File: src/rtl/pixel_pack_pkg.sv
// Shared types and sizing helpers for the pixel packing writer.
// PIXEL_PACK_BSWAP_EN selects MS-lane-first packing in lane_mask.
package pixel_pack_pkg;

  typedef enum logic [1:0] {IDLE, PACK, FLUSH, DONE} state_t;

  // Widest BRAM word (in bytes) the mask helper can describe.
  localparam int MAX_WORD_B = 128;

  function automatic int calc_ppw(input int data_w, input int pix_w);
    return data_w / pix_w;
  endfunction

  function automatic int calc_word_b(input int data_w);
    return data_w / 8;
  endfunction

  function automatic int calc_region_b(input int data_w, input int pix_w, input int img_pixels);
    int ppw;
    ppw = data_w / pix_w;
    return ((img_pixels + ppw - 1) / ppw) * (data_w / 8);
  endfunction

  // Byte enables covering the first count lanes of a word of word_b bytes.
  function automatic logic [MAX_WORD_B-1:0] lane_mask(input int count, input int lane_b,
                                                      input int word_b);
    logic [MAX_WORD_B-1:0] m;
    m = '0;
    for (int i = 0; i < MAX_WORD_B; i++) begin
`ifdef PIXEL_PACK_BSWAP_EN
      if (i < word_b && i >= word_b - count * lane_b) m[i] = 1'b1;
`else
      if (i < word_b && i < count * lane_b) m[i] = 1'b1;
`endif
    end
    return m;
  endfunction

endpackage

File: src/rtl/pixel_pack_writer_lane_reg.sv
// Lane packing register: merges pixels into the current word and tracks the lane.
// PIXEL_PACK_BSWAP_EN places the first pixel of a word in the MS lane.
module pack_lane_reg
  import pixel_pack_pkg::*;
#(
  parameter int DATA_W = 32,
  parameter int PIX_W  = 8
) (
  input  logic              clk,
  input  logic              reset,
  input  logic              clear,
  input  logic              accept,
  input  logic [PIX_W-1:0]  pixel,
  output logic [DATA_W-1:0] word_next,
  output logic [DATA_W-1:0] word_cur,
  output logic              lane_last,
  output logic [DATA_W/8-1:0] part_mask
);

  localparam int PPW    = calc_ppw(DATA_W, PIX_W);
  localparam int WORD_B = calc_word_b(DATA_W);
  localparam int LANE_W = (PPW > 1) ? $clog2(PPW) : 1;

  logic [LANE_W-1:0]     lane_q;
  logic [DATA_W-1:0]     word_q;
  logic [MAX_WORD_B-1:0] mask_full;
  int                    slot;

  always_comb begin
`ifdef PIXEL_PACK_BSWAP_EN
    slot = PPW - 1 - int'(lane_q);
`else
    slot = int'(lane_q);
`endif
    word_next = word_q;
    for (int n = 0; n < PPW; n++) begin
      if (n == slot) word_next[n*PIX_W +: PIX_W] = pixel;
    end
  end

  assign word_cur  = word_q;
  assign lane_last = (lane_q == LANE_W'(PPW - 1));
  // After the last accept, lane_q equals the number of occupied lanes.
  assign mask_full = lane_mask(int'(lane_q), PIX_W / 8, WORD_B);
  assign part_mask = mask_full[WORD_B-1:0];

  always_ff @(posedge clk) begin
    if (!reset || clear) begin
      lane_q <= '0;
      word_q <= '0;
    end else if (accept) begin
      if (lane_last) begin
        lane_q <= '0;
        word_q <= '0;
      end else begin
        lane_q <= lane_q + LANE_W'(1);
        word_q <= word_next;
      end
    end
  end

endmodule

File: src/rtl/pixel_pack_writer.sv
// Packs a pixel stream into BRAM words, ping-ponging between NUM_BUF regions.
// Lane order follows PIXEL_PACK_BSWAP_EN (see pack_lane_reg).
//
// state | meaning
// IDLE  | waiting for start; pointer tracks the selected region base
// PACK  | accepting pixels, one full-word write per PPW pixels
// FLUSH | writes the trailing partial word with masked enables
// DONE  | final write on the bus; pulses image_done, advances buf_sel
module pixel_pack_writer
  import pixel_pack_pkg::*;
#(
  parameter int                DATA_W     = 32,
  parameter int                PIX_W      = 8,
  parameter int                IMG_PIXELS = 1024,
  parameter int                NUM_BUF    = 2,
  parameter int                ADDR_W     = 32,
  parameter logic [ADDR_W-1:0] OUT_BASE   = '0
) (
  input  logic                clk,
  input  logic                reset,
  input  logic                start,
  input  logic [PIX_W-1:0]    pixel_i,
  input  logic                pixel_valid,
  output logic                pixel_ready,
  output logic [ADDR_W-1:0]   bram_addr,
  output logic [DATA_W-1:0]   bram_data,
  output logic [DATA_W/8-1:0] write_enable,
  output logic [((NUM_BUF > 1) ? $clog2(NUM_BUF) : 1)-1:0] buf_sel,
  output logic                image_done,
  output logic                busy,
  output logic                overflow_err
);

  localparam int WORD_B   = calc_word_b(DATA_W);
  localparam int REGION_B = calc_region_b(DATA_W, PIX_W, IMG_PIXELS);
  localparam int BUF_W    = (NUM_BUF > 1) ? $clog2(NUM_BUF) : 1;
  localparam int CNT_W    = $clog2(IMG_PIXELS + 1);

  state_t              state_q, state_d;
  logic [ADDR_W-1:0]   ptr_q, ptr_d, region_base;
  logic [CNT_W-1:0]    left_q, left_d;
  logic [ADDR_W-1:0]   addr_d;
  logic [DATA_W-1:0]   data_d, word_next, word_cur;
  logic [WORD_B-1:0]   we_d, part_mask;
  logic [BUF_W-1:0]    buf_d;
  logic                done_d, busy_d, ovf_d, accept, lane_clear, lane_last;

  assign pixel_ready = (state_q == PACK);
  assign accept      = pixel_valid && pixel_ready;
  assign lane_clear  = (state_q == IDLE);
  assign region_base = OUT_BASE + ADDR_W'(buf_sel) * ADDR_W'(REGION_B);

  pack_lane_reg #(.DATA_W(DATA_W), .PIX_W(PIX_W)) u_lane (
    .clk       (clk),
    .reset     (reset),
    .clear     (lane_clear),
    .accept    (accept),
    .pixel     (pixel_i),
    .word_next (word_next),
    .word_cur  (word_cur),
    .lane_last (lane_last),
    .part_mask (part_mask)
  );

  always_comb begin
    state_d = state_q;
    ptr_d   = ptr_q;
    left_d  = left_q;
    addr_d  = bram_addr;
    data_d  = bram_data;
    we_d    = '0;
    buf_d   = buf_sel;
    done_d  = 1'b0;
    busy_d  = busy;
    ovf_d   = overflow_err;
    case (state_q)
      IDLE: begin
        ptr_d  = region_base;
        left_d = CNT_W'(IMG_PIXELS);
        // The image_done cycle is still part of the finishing image.
        if (start && !image_done) begin
          state_d = PACK;
          busy_d  = 1'b1;
          ovf_d   = 1'b0;
        end
      end
      PACK: begin
        if (accept) begin
          left_d = left_q - CNT_W'(1);
          if (lane_last) begin
            addr_d = ptr_q;
            data_d = word_next;
            we_d   = '1;
            ptr_d  = ptr_q + ADDR_W'(WORD_B);
          end
          if (left_q == CNT_W'(1)) state_d = lane_last ? DONE : FLUSH;
        end
      end
      FLUSH: begin
        addr_d  = ptr_q;
        data_d  = word_cur;
        we_d    = part_mask;
        ptr_d   = ptr_q + ADDR_W'(WORD_B);
        state_d = DONE;
      end
      DONE: begin
        done_d  = 1'b1;
        busy_d  = 1'b0;
        buf_d   = (buf_sel == BUF_W'(NUM_BUF - 1)) ? '0 : buf_sel + BUF_W'(1);
        state_d = IDLE;
      end
      default: state_d = IDLE;
    endcase
    if (pixel_valid && !pixel_ready) ovf_d = 1'b1;
  end

  always_ff @(posedge clk) begin
    if (!reset) begin
      state_q      <= IDLE;
      ptr_q        <= '0;
      left_q       <= '0;
      bram_addr    <= '0;
      bram_data    <= '0;
      write_enable <= '0;
      buf_sel      <= '0;
      image_done   <= 1'b0;
      busy         <= 1'b0;
      overflow_err <= 1'b0;
    end else begin
      state_q      <= state_d;
      ptr_q        <= ptr_d;
      left_q       <= left_d;
      bram_addr    <= addr_d;
      bram_data    <= data_d;
      write_enable <= we_d;
      buf_sel      <= buf_d;
      image_done   <= done_d;
      busy         <= busy_d;
      overflow_err <= ovf_d;
    end
  end

endmodule
File: config.mk
export PLATFORM = sky130hd
export DESIGN_NAME = pixel_pack_writer
export DESIGN_NICKNAME = d
export VERILOG_FILES = /design/src/rtl/pixel_pack_pkg.sv /design/src/rtl/pixel_pack_writer_lane_reg.sv /design/src/rtl/pixel_pack_writer.sv
export SDC_FILE = /design/constraint.sdc
export NUM_CORES = 1
export LEC_CHECK = 0
export CAP_MARGIN = 20
export CORE_UTILIZATION = 40
export CTS_CLUSTER_SIZE = 14
export DETAILED_ROUTE_END_ITERATION = 8
export SETUP_SLACK_MARGIN = 0.15
export SYNTH_ARGS = -nofsm -noshare
export SYNTH_HDL_FRONTEND = slang
export SYNTH_HIERARCHICAL = 1
export SYNTH_SLANG_ARGS = --single-unit
File: constraint.sdc
create_clock -name clk -period 2.85 [get_ports clk]
set_clock_uncertainty 0.05 [all_clocks]
set_input_delay 0.855 -clock clk [delete_from_list [all_inputs] [get_ports clk]]
set_output_delay 0.855 -clock clk [all_outputs]
set_load 0.02 [all_outputs]
==> metrics.md <==
| Metric | Value |
|---|---|
| Worst Hold Class | `register to register` |
| R2R Path End | `ptr_q[29]` |
| Clk sinks | `~150` |
| Slew HR | `0.569` |
| Initial Util | `0.410` |
| Post-DR vias/cell | `5.29` |
| Worst Path Arrival | `2.76 ns` |
| Post-synthesis register bit count | `approximately 150` |
| Syn Std Cell Area | `0.00654 mm2` |
| Met3 usage | `0.0377` |
| Family with the most delay on the worst path | `simple AND/OR/NAND/NOR gates` |
| DRC errors left | `0` |
| R2R cell count | `7` |
| Routed via count | `about 5300` |
| Diode count | `0` |
| # nets final | `just over 800` |
| Slowest stage delay, CP | `around 0.59 ns` |
| GRT Max-Usage Layer | `met2` |
| Fraction of registers with async set/reset | `0` |
| Worst setup SP type | `input pin` |
| I/O pins | `85` |
| Pins over their slew limit | `0` |
| Clock tree buffer depth | `2` |
| Worst r2r src | `state_q[1]` |
| First drt pass iteration count | `4` |
| Crit-path cells | `clkdlybuf4s50_1, a21boi_1, or4_1, buf_4, nor4_1, mux2i_1` |
| Top cell type by total area after synthesis | `dfxtp_1` |
| Final std cells w/o fill | `1011` |
| RSZ-0062 raised after global routing | `false` |
| Max-cap violations | `0` |
| Setup crit end kind | `register` |
| H-tree depth | `4` |
| Detailed-placement wirelength estimate | `approximately 11000 um` |
| Vias in the first global route | `slightly above 5000` |
| Die height | `between 100 and 150 um` |
| Worst Path Max Fanout | `6` |
| Commonest non-fill, non-tap cells in the layout | `147 x dfxtp_1, 97 x nand2_1, 81 x clkdlybuf4s50_1` |
| Post-synth EDFFs | `0` |
| Buf/Inv on CP | `2` |
| Top cells by area, synth | `dfxtp_1 45%, mux2i_1 7.2%, nand2_1 5.6%, mux2_2 5.2%, a21oi_1 4.1%` |
| Detailed Route WL | `15400 um` |
| Type of the worst setup path | `input pin to register` |
| Leak Pwr | `~2.8 nW` |
| Most common cell after layout, fill and taps aside | `dfxtp_1` |
| Synth unique cells | `52` |
| Final TNS setup | `0 ns` |
| Cell Pwr Density | `between 900 and 1000 mW/mm2` |
| Dpl cells | `979` |
| GRT Total Usage | `0.195` |
| First-pass GRT wire length | `25600 um` |
| Clock transition at the registers of the reported paths | `0.06 ns` |
| Synth Flop Type | `dfxtp_1` |
| Share of layout cells above drive strength 1 | `0.114` |
| Final Cycle Share | `0.867` |
| Fillers | `1511` |
| CP max-delay cell | `or4_1` |
| Remaining antenna violation count after routing | `0` |
| Cell depth of the worst hold path | `2` |
| Num CTS Buffers | `17` |
| Average size of a mapped cell | `9.13 um2` |
| GR Util met1 | `0.241` |
| Worst-Skew Late Latency | `approximately 0.42 ns` |
| Setup violators final | `0` |
| Least-Margin Pin Slew | `0.646 ns` |
| Hold path startpoint | `bram_addr[4]` |
| Status | `finished, final reports clean` |
| CP required | `~3.1 ns` |
| Syn Inst Count | `a little over 700` |
| Die ar. | `approximately 0.017 mm2` |
| R2R setup slack | `~0.47 ns` |
| GP Congestion | `approximately 0.8` |
| Max Clock Freq | `~0.40 GHz` |
| Met2 GRT Util | `0.336` |
| Initial DRC count | `approximately 270` |
| Synth warn | `6` |
| Initial antenna violation count | `0` |
| Overall overflow remaining after global route | `0` |
| Fin util | `0.513` |
| VDD IR-drop max | `0.000632 V` |
| Largest net degree at the start of global routing | `40` |
| Input/output buffers | `82` |
| Share of the synthesized area in the top cell type | `0.450` |
| Clk Tree Root Cell | `clkbuf_16` |
| Hold endpoint | `bram_addr[4]` |
| Sequential area share after synthesis | `0.450` |
| WL per Instance | `~15 um` |
| Row Count | `46` |
| Core area | `0.0159 mm2` |
| Die X | `130 um` |
| Final Hold Fails | `0` |
| Area Growth Syn to Fin | `25.1%` |
| CTS tree | `built` |
| Fin crit period | `approximately 2.5 ns` |
worst reg2reg max path: cells and delay by family, from the launching register on:
kind                     cells  cell delay [ns]
flip-flops                   1             0.43
multiplexers                 1             0.23
adder cells (fa/ha/maj)      1             0.25
buffers and inverters        2             0.31
AND/OR/NAND/NOR              2             0.86
AO/OA/AOI/OAI                1             0.18
worst max path at each step:
stage / from / end / cells past startpoint
2_1_floorplan: pixel_valid / ptr_q[31] / 6
3_3_place_gp: pixel_valid / ptr_q[29] / 6
3_5_place_dp: pixel_valid / ptr_q[27] / 6
4_1_cts: pixel_valid / ptr_q[27] / 6
5_1_grt: pixel_valid / state_q[0] / 6
6_report: pixel_valid / ptr_q[29] / 6
kinds of logic (layout without fill, tap and decap cells):
| kind of cell | count (synthesis) | in the layout | synth area share |
|---|---|---|---|
| fa+ha+maj | 11 | 11 | 0.0210 |
| xor+xnor | 8 | 8 | 0.0107 |
| simple gates | 253 | 253 | 0.193 |
| compound gates | 142 | 142 | 0.142 |
| buf+inv | 73 | 150 | 0.0520 |
| mux | 81 | 81 | 0.130 |
| flops | 147 | 147 | 0.450 |
| other cells | 2 | 3 | 0.00115 |
synth_stat cells (7+ instances only):
library cell  instances
buf_2                10
nand2b_1             16
nor3_1               11
mux2_2               30
mux2i_1              47
inv_1                15
nor3b_1              10
and4_1                8
nand3_1              15
a22o_1               24
o21ai_0              15
ha_1                 11
dfxtp_1             147
or3_1                 9
nor2_1               50
a21oi_1              54
or4_1                 9
clkbuf_1             29
xnor2_1               7
nand2_1              97
a211oi_1             32
nor4_1                8
buf_4                 8
through the flow:
step                hold slack (ns)  power (mW)  cell area, um2  setup slack, ns
finish                        0.401        7.38            8190            0.379
global route                  0.418        7.84            8190            0.327
CTS                           0.404        7.46            8180            0.346
detailed placement            0.396        5.20            7570          -0.0964
global placement              0.394        5.12            7570          -0.0192
floorplan                     0.390        4.26            6550            0.464
metal layers:
metal | wire length (um) | up-vias
met3 | 446 | 14
li1 | - | 2679
met2 | 7710 | 99
met4 | 160 | 0
met5 | 0 | -
met1 | 7120 | 2557
power by group:
group          internal [mW]  switching, mW  total [mW]
registers               2.27          0.157        2.43
logic                   1.08           1.62        2.70
clock network           1.38          0.866        2.25
area by class of cell:
| cell class | count | area, um2 | area share |
|---|---|---|---|
| multi-input combinational | 498 | 3270 | 0.400 |
| sequential | 147 | 2940 | 0.360 |
| timing repair buffer | 102 | 1030 | 0.126 |
| clock buffer | 21 | 480 | 0.0587 |
| tap | 216 | 270 | 0.0330 |
| clock inverter | 11 | 128 | 0.0156 |
| inverter | 16 | 60.1 | 0.00734 |
flip-flops by register name (all words and copies together) (netlist names):
register	flops
bram_data	32
u_lane/word_cur	32
bram_addr	30
ptr_q	30
left_q	11
write_enable	4
state_q	2
u_lane/lane_q	2
buf_sel	1
busy	1
image_done	1
overflow_err	1
what timing repair did:
item	in CTS	in global routing
gates resized for setup	2	1
hold buffers	0	0
buffers inserted	0	0
gates cloned	0	0
setup endpoints to repair	1	3
Power figures use the tool's default switching activity.
==> RTL change, RTL diff (config.mk and constraints unchanged) <==
The parameter `ADDR_W` goes from 32 to 16.
--- a/src/rtl/pixel_pack_writer.sv
+++ b/src/rtl/pixel_pack_writer.sv
@@ -13,7 +13,7 @@
   parameter int                PIX_W      = 8,
   parameter int                IMG_PIXELS = 1024,
   parameter int                NUM_BUF    = 2,
-  parameter int                ADDR_W     = 32,
+  parameter int                ADDR_W     = 16,
   parameter logic [ADDR_W-1:0] OUT_BASE   = '0
 ) (
   input  logic                clk,
Ports: changed (resized bram_addr); port bits go from 85 to 69. No check against the original RTL was run, so the function may have changed too.
==> RTL change against the unedited design <==
Worst hold slack better by 8.4 ps; design area is 18% lower; cell count is 23% lower; setup slack worse by 110 ps; area after synthesis is 19% lower; critical path depth is 3 lower; sequential cell count is 32 lower; sequential power is 14% lower; power is 9.7% lower; routed wire length is 25% lower; critical endpoint is now pixel_ready; largest cell class unchanged.
==> RTL change: results (changes against the unedited design) <==
stage,metric,value,unit,change
cells_and_area,n_antenna_cell,0,,unchanged
global_route,grt_max_degree,44,,+10%
yosys,synthArstFlopShare,0,%,unchanged
routing,wirelength,11.62,mm,-25%
pwr,p_leak,2.797,nW,+1.4%
floorplan,die_w,117.2,um,-9.8%
clock_tree,clockBufferDepth,2,,unchanged
global_route,first_global_vias,3902,,-23%
yosys,synth_common_cells,"dfxtp_1, nand2_1, mux2i_1, o211a_1, mux2_2",,
place,pre_cts_slack,92.77,ps,+189.1 ps
clock_tree,cts_setup_buffers,0,,unchanged
hold_path,min_from,bram_addr[7],,
clock_tree,cts-htree-levels,4,,unchanged
hold_path,hold_class,reg2reg,,
yosys,yosys_warnings,6,,unchanged
clock_tree,clk_pin_slew,50,ps,
yosys,seq_area_frac_synth,43.35,%,-1.6 points
routing,vias,4092,,-23%
pwr,ir_worst_vdd,0.5231,mV,-17%
place,port_buffers,66,,-20%
global_route,met1_usage,22.89,%,-1.2 points
cells_and_area,fin_nets,623,,-23%
place,post-place-cells,752,,-23%
yosys,ys_top_cells_by_area,"dfxtp_1, mux2i_1, o211a_1, nand2_1, mux2_2",,
clock_tree,root_buffer,clkbuf_16,,
clock_tree,insertion_delay,410,ps,
place,gp_congestion,0.8044,,-2.0%
cells_and_area,fillers,1159,,-23%
critical_path,slowest_stage,clkdlybuf4s50_1,,
yosys,yosysTopAreaCellShare,43.35,%,-1.6 points
place,dp_hpwl,7.844,mm,-28%
routing,top_layer_used,met4,,
cells_and_area,drive_above_1_share,13.26,%,+1.8 points
outcome,status,completed,,
critical_path,arrival,1670,ps,-1090 ps
cells_and_area,final_util,52.70,%,+1.4 points
critical_path,crit_start,state_q[1],,
routing,dr_wl_met2,5.150,mm,-33%
global_route,track_usage,18.29,%,-1.2 points
global_route,grt_use_met3,4.943,%,+1.2 points
place,place_area,6162,um^2,-19%
yosys,synth_cell_type_count,56,,+7.7%
critical_path,crit_fanout,7,,+1
yosys,syn_area_per_cell,9.872,um^2,+8.2%
clock_tree,cts-buffers-inserted,17,,unchanged
global_route,antenna_found_initial,0,,unchanged
routing,met3RoutedLength,433,um,-2.9%
global_route,use_met2,29.02,%,-4.6 points
routing,met1_length,5.725,mm,-20%
critical_path,max_stage_delay,610,ps,+20 ps
global_route,grt_pass1_wl,18.92,mm,-26%
routing,wl_per_cell,14.84,um,-2.8%
routing,initialDrtViolationCount,165,,-39%
-- RTL change: cell count changes after synthesis, sizes merged, moves of 12 or more --
| cell | unedited run | this run |
|---|---|---|
| a21oi | 54 | 11 |
| nor2 | 50 | 12 |
| a211oi | 32 | 0 |
| dfxtp | 147 | 115 |
| o211a | 0 | 32 |
| a21boi | 1 | 20 |
| clkbuf | 30 | 17 |
| nand2 | 97 | 85 |
-- RTL change: path summary, 6_finish.rpt --
path | to | slack (ps) | depth (start not counted)
max | pixel_ready | 270 | 3
min | bram_addr[7] | 410 | 2
max reg2reg | ptr_q[12] | 660 | 7
min reg2reg | bram_addr[7] | 410 | 2
-- RTL change: repair_timing --
item                       CTS  global route
resized for setup            0             1
hold buffers                 0             0
setup endpoints to repair    0             1
-- RTL change: logic make-up after synthesis --
family / after synthesis / share of synthesized area [%]
flops: 115 / 43.35
simple gates: 167 / 15.95
mux: 73 / 14.51
fa+ha+maj: 12 / 2.827
other cells: 2 / 0.1414
xor+xnor: 8 / 1.319
compound gates: 106 / 16.47
buf+inv: 55 / 5.441
-- RTL change: power by group --
group	switching [W]	total (W)	leakage, nW	internal, W
clock	0.000698	0.00202	0.283	0.00133
sequential	0.000187	0.00209	0.934	0.00190
combinational	0.00142	0.00256	1.58	0.00114
total	0.00230	0.00667	2.80	0.00437
-- RTL change: layout make-up --
type / count / area share (%)
inverters: 12 / 0.6691
multi-input cells: 369 / 40.61
repair buffers: 84 / 12.86
flip-flops and latches: 115 / 34.22
clock buffers: 27 / 7.770
well taps: 172 / 3.197
clock inverters: 4 / 0.6691
-- RTL change: worst max-delay path, delay by kind of cell, from the launching register on --
family	cells	cell delay, ps
adder cells (fa/ha/maj)	1	190
buffers and inverters	2	710
flip-flops	1	360
